$ cat config.mk
export PLATFORM = sky130hd
export DESIGN_NAME = dispatch_stage
export DESIGN_NICKNAME = d
export VERILOG_FILES = /design/src/rtl/dispatch_stage.sv
export SDC_FILE = /design/constraint.sdc
export NUM_CORES = 1
export LEC_CHECK = 0
export ABC_AREA = 1
export CORE_AREA = 2 2 207 209
export DETAILED_ROUTE_END_ITERATION = 6
export DIE_AREA = 0 0 209 211
export DONT_BUFFER_PORTS = 1
export SYNTH_ARGS = -nofsm -noshare
export SYNTH_HDL_FRONTEND = slang
export SYNTH_SLANG_ARGS = --single-unit
$ cat constraint.sdc
create_clock -name clk_in -period 2.55 [get_ports clk_in]
set_input_delay 0.255 -clock clk_in [delete_from_list [all_inputs] [get_ports clk_in]]
set_output_delay 0.255 -clock clk_in [all_outputs]
set_load 0.01 [all_outputs]
$ cat src/rtl/dispatch_stage.sv
// Dispatch stage: resolves operands from regfile/ROB/CDB, allocates ROB entries and
// renames destinations, and holds one packet for the reservation station.
module dispatch_stage #(
   parameter int unsigned XLEN  = 32,
   parameter int unsigned REG_W = 5,
   parameter int unsigned ROB_W = 4,
   parameter int unsigned OP_W  = 6,
   parameter int unsigned CDB_N = 2
) (
   input  logic                     clk_in,
   input  logic                     rst_n_in,
   input  logic                     rdy_in,
   input  logic                     flush_in,
   input  logic                     dec_valid_in,
   output logic                     dec_ready_out,
   input  logic [REG_W-1:0]         dec_rs_in,
   input  logic [REG_W-1:0]         dec_rt_in,
   input  logic [REG_W-1:0]         dec_rd_in,
   input  logic [XLEN-1:0]          dec_imm_in,
   input  logic [OP_W-1:0]          dec_opcode_in,
   input  logic [XLEN-1:0]          dec_pc_in,
   output logic [REG_W-1:0]         rf_rs_out,
   output logic [REG_W-1:0]         rf_rt_out,
   input  logic                     rf_rs_busy_in,
   input  logic                     rf_rt_busy_in,
   input  logic [XLEN-1:0]          rf_rs_val_in,
   input  logic [XLEN-1:0]          rf_rt_val_in,
   input  logic [ROB_W-1:0]         rf_rs_tag_in,
   input  logic [ROB_W-1:0]         rf_rt_tag_in,
   output logic [ROB_W-1:0]         rob_rs_tag_out,
   output logic [ROB_W-1:0]         rob_rt_tag_out,
   input  logic                     rob_rs_ready_in,
   input  logic                     rob_rt_ready_in,
   input  logic [XLEN-1:0]          rob_rs_val_in,
   input  logic [XLEN-1:0]          rob_rt_val_in,
   input  logic [ROB_W-1:0]         rob_tail_in,
   input  logic                     rob_full_in,
   output logic                     rob_alloc_out,
   output logic [OP_W-1:0]          rob_opcode_out,
   output logic [REG_W-1:0]         rob_rd_out,
   output logic [XLEN-1:0]          rob_pc_out,
   output logic                     rename_en_out,
   output logic [REG_W-1:0]         rename_rd_out,
   output logic [ROB_W-1:0]         rename_tag_out,
   input  logic [CDB_N-1:0]         cdb_valid_in,
   input  logic [CDB_N*ROB_W-1:0]   cdb_tag_in,
   input  logic [CDB_N*XLEN-1:0]    cdb_val_in,
   output logic                     rs_valid_out,
   input  logic                     rs_ready_in,
   output logic [ROB_W-1:0]         rs_qj_out,
   output logic [ROB_W-1:0]         rs_qk_out,
   output logic [XLEN-1:0]          rs_vj_out,
   output logic [XLEN-1:0]          rs_vk_out,
   output logic [XLEN-1:0]          rs_a_out,
   output logic [ROB_W-1:0]         rs_dest_out,
   output logic [OP_W-1:0]          rs_opcode_out,
   output logic [XLEN-1:0]          rs_pc_out
);

   typedef enum logic {EMPTY, FULL} state_t;

   typedef struct packed {
      logic [OP_W-1:0]  opcode;
      logic [XLEN-1:0]  pc;
      logic [XLEN-1:0]  a;
      logic [XLEN-1:0]  vj;
      logic [XLEN-1:0]  vk;
      logic [ROB_W-1:0] qj;
      logic [ROB_W-1:0] qk;
      logic [ROB_W-1:0] dest;
   } pkt_t;

   typedef struct packed {
      logic [XLEN-1:0]  val;
      logic [ROB_W-1:0] tag;
   } opnd_t;

   typedef struct packed {
      logic            hit;
      logic [XLEN-1:0] val;
   } cdb_hit_t;

   state_t state_q, state_d;
   pkt_t   pkt_q, pkt_d;
   logic   accept, load;
   opnd_t  opj, opk;
   cdb_hit_t wj, wk;

   // Scan from the top so the lowest-index matching port ends up winning.
   function automatic cdb_hit_t cdb_lookup(input logic [ROB_W-1:0]       tag,
                                           input logic [CDB_N-1:0]       cv,
                                           input logic [CDB_N*ROB_W-1:0] ct,
                                           input logic [CDB_N*XLEN-1:0]  cd);
      cdb_hit_t r;
      r = '0;
      for (int i = int'(CDB_N) - 1; i >= 0; i--) begin
         if (cv[i] && ct[i*ROB_W +: ROB_W] == tag) begin
            r.hit = 1'b1;
            r.val = cd[i*XLEN +: XLEN];
         end
      end
      return r;
   endfunction

   function automatic opnd_t resolve(input logic [REG_W-1:0] r,
                                     input logic             busy,
                                     input logic [XLEN-1:0]  rf_val,
                                     input logic [ROB_W-1:0] rf_tag,
                                     input logic             rob_ready,
                                     input logic [XLEN-1:0]  rob_val,
                                     input cdb_hit_t         ch);
      opnd_t o;
      o = '0;
      if (r == '0) o = '0;
      else if (!busy) o.val = rf_val;
      else if (ch.hit) o.val = ch.val;
      else if (rob_ready) o.val = rob_val;
      else o.tag = rf_tag;
      return o;
   endfunction

   assign rf_rs_out      = dec_rs_in;
   assign rf_rt_out      = dec_rt_in;
   assign rob_rs_tag_out = rf_rs_tag_in;
   assign rob_rt_tag_out = rf_rt_tag_in;

   assign dec_ready_out = rst_n_in & rdy_in & ~rob_full_in & ((state_q == EMPTY) | rs_ready_in);
   assign accept        = rdy_in & ~flush_in & dec_valid_in & dec_ready_out;
   assign load          = accept & (|dec_opcode_in);

   assign rob_alloc_out  = load;
   assign rob_opcode_out = dec_opcode_in;
   assign rob_rd_out     = dec_rd_in;
   assign rob_pc_out     = dec_pc_in;
   assign rename_en_out  = load & (|dec_rd_in);
   assign rename_rd_out  = dec_rd_in;
   assign rename_tag_out = rob_tail_in;

   assign opj = resolve(dec_rs_in, rf_rs_busy_in, rf_rs_val_in, rf_rs_tag_in, rob_rs_ready_in,
                        rob_rs_val_in, cdb_lookup(rf_rs_tag_in, cdb_valid_in, cdb_tag_in, cdb_val_in));
   assign opk = resolve(dec_rt_in, rf_rt_busy_in, rf_rt_val_in, rf_rt_tag_in, rob_rt_ready_in,
                        rob_rt_val_in, cdb_lookup(rf_rt_tag_in, cdb_valid_in, cdb_tag_in, cdb_val_in));
   assign wj  = cdb_lookup(pkt_q.qj, cdb_valid_in, cdb_tag_in, cdb_val_in);
   assign wk  = cdb_lookup(pkt_q.qk, cdb_valid_in, cdb_tag_in, cdb_val_in);

   // Next state and packet: flush beats handoff, a new load beats the drain.
   always_comb begin
      state_d = state_q;
      pkt_d   = pkt_q;
      if (rdy_in) begin
         if (flush_in) begin
            state_d = EMPTY;
         end else begin
            if (state_q == FULL) begin
               if (rs_ready_in) begin
                  state_d = EMPTY;
               end else begin
                  if (pkt_q.qj != '0 && wj.hit) begin
                     pkt_d.qj = '0;
                     pkt_d.vj = wj.val;
                  end
                  if (pkt_q.qk != '0 && wk.hit) begin
                     pkt_d.qk = '0;
                     pkt_d.vk = wk.val;
                  end
               end
            end
            if (load) begin
               state_d      = FULL;
               pkt_d.opcode = dec_opcode_in;
               pkt_d.pc     = dec_pc_in;
               pkt_d.a      = dec_imm_in;
               pkt_d.vj     = opj.val;
               pkt_d.qj     = opj.tag;
               pkt_d.vk     = opk.val;
               pkt_d.qk     = opk.tag;
               pkt_d.dest   = rob_tail_in;
            end
         end
      end
   end

   always_ff @(posedge clk_in or negedge rst_n_in) begin
      if (!rst_n_in) begin
         state_q <= EMPTY;
         pkt_q   <= '0;
      end else begin
         state_q <= state_d;
         pkt_q   <= pkt_d;
      end
   end

   assign rs_valid_out  = (state_q == FULL);
   assign rs_qj_out     = pkt_q.qj;
   assign rs_qk_out     = pkt_q.qk;
   assign rs_vj_out     = pkt_q.vj;
   assign rs_vk_out     = pkt_q.vk;
   assign rs_a_out      = pkt_q.a;
   assign rs_dest_out   = pkt_q.dest;
   assign rs_opcode_out = pkt_q.opcode;
   assign rs_pc_out     = pkt_q.pc;

endmodule

==> Word-level counts from Yosys, hierarchy flattened <==
Cells that the tools add are included.
{ "op_classes": {"eq_ne": 9, "mux": 33, "bitwise": 12, "reduce_logical": 22} }
{ "op_table": {"columns": ["cell", "n"], "rows": [
  ["$mux 33", 8],
  ["$mux 32", 8],
  ["$mux 72", 2],
  ["$mux 76", 1],
  ["$mux 36", 2],
  ["$eq 4x4->1", 8],
  ["$mux 4", 8],
  ["$logic_and 1x1->1", 10],
  ["$logic_not 5->1", 2],
  ["$reduce_and 5->1", 2],
  ["$and 1x1->1", 8],
  ["$reduce_bool 4->1", 2],
  ["$reduce_bool 2->1", 3],
  ["$reduce_or 6->1", 1],
  ["$reduce_or 5->1", 1],
  ["$mux 1", 4],
  ["$not 1->1", 3],
  ["$reduce_and 3->1", 1],
  ["$ne 2x1->1 const B", 1],
  ["$or 1x1->1", 1]
]} }
{ "word_totals": {"reg_bits": 147} }

==> Depth between registers and ports, before layout <==
{ "logic_depth": {"word_depth": 9, "mapped_depth": 12, "mapped_depth_nobuf": 11} }

==> Worst setup path after synthesis <==
Ideal clock, no wire load.
{ "synth_timing": {"kind": "register -> output", "start": "reg state_q (netlist: rs_valid_out)", "end": "out rename_en_out", "arrival_ps": 1436, "t_required_ps": 2295, "path_slack_ps": 859, "stages_incl_launch_ff": 8, "n_path_buf": 2, "path_cell_list": "dfrtp_1 nand2_1 nand4_1 nor2_1 nand2_2 clkbuf_1 clkbuf_1 a21oi_1"} }
{ "synth_via": {"elab_chain_cells": 6} }
{ "synth_rtl": {"columns": ["item", "line_no", "rtl"], "rows": [
  ["start: declaration", "83", "state_t state_q, state_d;"],
  ["start signal: assignment", "188", "state_q <= state_d;"],
  ["$not 1->1", "127", "assign dec_ready_out = rst_n_in & rdy_in & ~rob_full_in & ((state_q == EMPTY) | rs_ready_in);"],
  ["$or 1x1->1", "127", null],
  ["$and 1x1->1", "127", null],
  ["$and 1x1->1", "128", "assign accept = rdy_in & ~flush_in & dec_valid_in & dec_ready_out;"],
  ["$and 1x1->1", "129", "assign load = accept & (|dec_opcode_in);"],
  ["$and 1x1->1", "135", "assign rename_en_out = load & (|dec_rd_in);"],
  ["end: declaration", "42", "output logic rename_en_out,"]
]} }
No other way between the ends.

==> Worst setup path after layout <==
{ "layout_timing": {"start": "in cdb_tag_in[3]", "end": "reg pkt_q, in the netlist rs_vj_out[26]"} }
{ "layout_via": {"elab_chain_cells": 7, "word_cells_on_any_way": 16, "classes_between": "eq/ne: 2; mux: 9; reduce/logical: 5"} }
{ "layout_rtl": {"columns": ["item", "line_no", "rtl"], "rows": [
  ["start: declaration", "46", "input logic [CDB_N*ROB_W-1:0] cdb_tag_in,"],
  ["$eq 4x4->1", "97", "if (cv[i] && ct[i*ROB_W +: ROB_W] == tag) begin"],
  ["$logic_and 1x1->1", "97", null],
  ["$mux 33", "97", null],
  ["$mux 32, on equally long branches", "158, 116", null],
  ["$mux 72 / $mux 32 (equally long branches)", "155, 115", null],
  ["$mux 72 / $mux 36 (equally long branches)", "154, 114", null],
  ["$mux 76", "168", "if (load) begin"],
  ["end signal: assignment", "189", "pkt_q <= pkt_d;"],
  ["end: declaration", "84", "pkt_t pkt_q, pkt_d;"]
]} }
Parallel ways exist; a longest one is shown, timed or not. The select of a mux whose other input is x is not followed.
A chain may end at the register's enable or synchronous reset.

==> results.ini <==
[synthesis]
syn_nets = 2123
postSynthAreaPerCell_um2 = 6.09
synth_seq_cells = 147
synth-edff-count = 0
ys_warn_count = 0
ys.flop_type = dfrtp_1
ys_types = 27
synth_seq_area_share = 0.333
syn-instance-count = 1813
syn_area_um2 = 11000
async_reset_ff_frac = 1.00

[critical_path]
critPathMaxFanout = 33
start_kind = input pin
required_ns = 2.98
critPathTopFamily = buffers and inverters
critPathSlowestCell = dlygate4sd3_1
worstSetupEndpointType = flip-flop
critPathBufInv = 4
cp_cell_sequence = inv_2 -> o21ai_1 -> nor2_4 -> nand3_4 -> nand2_2 -> buf_6 -> nand3_1 -> nand3_1 -> dlygate4sd3_1 -> nand2_1 -> dlygate4sd3_1 -> a21oi_1
startpoint = cdb_tag_in[3]
critical_path_class = input pin to flip-flop
worstPathArrival_ns = 2.88
r2r-start = rs_valid_out$_DFFE_PN0P_
critPathMaxStageDelay_ns = 0.56

[place]
gp_congestion = 0.910
place_hpwl_um = 38100
dp_slack_ns = 0.312
portBuffers = 0
place_inst = 2195

[final_layout]
num-nets-final = 2106
fin_util = 0.310
final_common_cell = nor2_1
syn2layout_area_growth_pct = 17.1
drive_gt1_frac = 0.0597
mostFrequentLayoutCells = 536 x nor2_1, 417 x nand2_1, 147 x dfrtp_1
final_cells = 2358
fillers = 4556

[detailed_routing]
ant_nets = 0
vias = 12600
drc_errors = 0
wl_met2_um = 25800
drt_iter0_markers = 1759
routed_wl_um = 55400
wl_met1_um = 20200
firstDrtPassIters = 6
wl_per_cell_um = 23.5
wl_met3_um = 6060
viasPerCell = 5.36
routed.top_layer = met5

[outcome]
status = finished with violations
violations = hold timing

[floorplan]
core_um2 = 41800
die_w_um = 209
initial_utilization = 0.265
io_pins = 530
rows = 75
die_y_um = 211
die-area_um2 = 44100

[grt]
track_usage = 0.247
grt_max_degree = 149
grt_pass1_wl_um = 80100
antenna_found_initial = 12
grt_overflow = 0
grt_pass1_vias = 12100

[timing]
worstMarginPinSlew_ns = 0.694
rsz0062_at_grt = yes
fmax_mhz = 408
slew_headroom = 0.537
clock_skew_ns = 0.0140
holdWs_ns = -0.548
hold_viol = 147
setup_slack_ns = 0.0978
fin_crit_ns = 2.45
fin_crit_sh = 0.962
slew_viol_final = 0
final-setup-viol-count = 0

[clocking]
cts_tree = yes
cts_buffers = 17
post-cts-setup-buffers = 0
cts_hold_buf = 120
htreeDepth = 4
cts.sinks = 147
clk_pin_slew_ns = 0.08
clockBufferDepth = 2
ctsRootBufferMaster = clkbuf_16
clk_latency_ns = 0.50

[min_path]
hold_class = input pin to asynchronous set/reset pin

[power]
irDropWorstVdd_mv = 0.463
p_leak_nw = 6.41
power.total_mw = 7.96
p_per_area_nw_per_um2 = 616

[flow_run]
cap_violations = 0

==> where the power goes <==
group | total (mW) | switching, mW | internal, mW
clock network | 2.81 | 1.32 | 1.49
registers | 3.61 | 0.784 | 2.82
logic | 1.55 | 0.940 | 0.606
total | 7.96 | 3.04 | 4.92
==> path summary, 6_finish.rpt <==
kind | to | slack [ns] | depth (start not counted)
worst min-delay path | rs_vj_out[6]$_DFFE_PN0P_ | -0.55 | 0
worst max-delay path | rs_vj_out[26]$_DFFE_PN0P_ | 0.1 | 12
min in group clk_in | rs_vk_out[26]$_DFFE_PN0P_ | 0.04 | 4
max in group asynchronous | rs_a_out[20]$_DFFE_PN0P_ | 2.81 | 0
worst min register to register | rs_a_out[9]$_DFFE_PN0P_ | 0.55 | 2
worst max register to register | rs_vj_out[26]$_DFFE_PN0P_ | 0.13 | 11
==> final cells by class <==
class	count	area [um^2]	area share
Tap cell	539	674	0.0521
Timing Repair Buffer	158	1570	0.121
Antenna cell	10	25.0	0.00193
Sequential cell	147	3680	0.284
Multi-Input combinational cell	1371	6000	0.464
Clock buffer	17	425	0.0329
Clock inverter	15	185	0.0143
Inverter	101	384	0.0297
==> state kept, by name (all words and copies together), names as in the netlist <==
signal	flops
rs_a_out	32
rs_pc_out	32
rs_vj_out	32
rs_vk_out	32
rs_opcode_out	6
rs_dest_out	4
rs_qj_out	4
rs_qk_out	4
rs_valid_out	1
==> cells in the mapped netlist, types with 5 or more instances <==
cell	n	share of area
inv_2	14	0.0048
a21oi_1	68	0.031
o22ai_1	5	0.0028
inv_1	85	0.029
nor2_1	538	0.18
buf_1	15	0.0051
clkbuf_1	62	0.021
o21ai_1	9	0.0041
nand3_1	142	0.064
nand2_1	419	0.14
dfrtp_1	147	0.33
nand4_1	130	0.074
buf_2	37	0.017
buf_4	77	0.052
o21ai_0	37	0.017
nor3_1	6	0.0027
==> what timing repair did <==
action / CTS / global route
gates resized for setup: 0 / 6
hold endpoints to repair: 274 / 147
endpoints found under the setup margin: 0 / 5
==> layer usage <==
layer | vias up | global-route usage
met3 | 177 | 0.0812
met1 | 5913 | 0.280
met2 | 844 | 0.401
met5 | - | 0
met4 | 2 | 0.159
li1 | 5713 | -
==> through the flow <==
step	TNS, ns	cell area [um^2]
after floorplan	0	11000
after global placement	0	11100
after detailed placement	0	11100
after CTS	0	12900
after global routing	-0.0465	12900
final	0	12900
==> cells by family (layout without fill, tap and decap cells) <==
family | after synthesis | count (layout) | share of synthesized area
simple gates | 1244 | 1245 | 0.472
buf+inv | 296 | 291 | 0.133
flops | 147 | 147 | 0.333
compound gates | 121 | 121 | 0.0574
xor+xnor | 5 | 5 | 0.00396
other cells | 0 | 10 | 0
(Power assumes the default switching activity.)
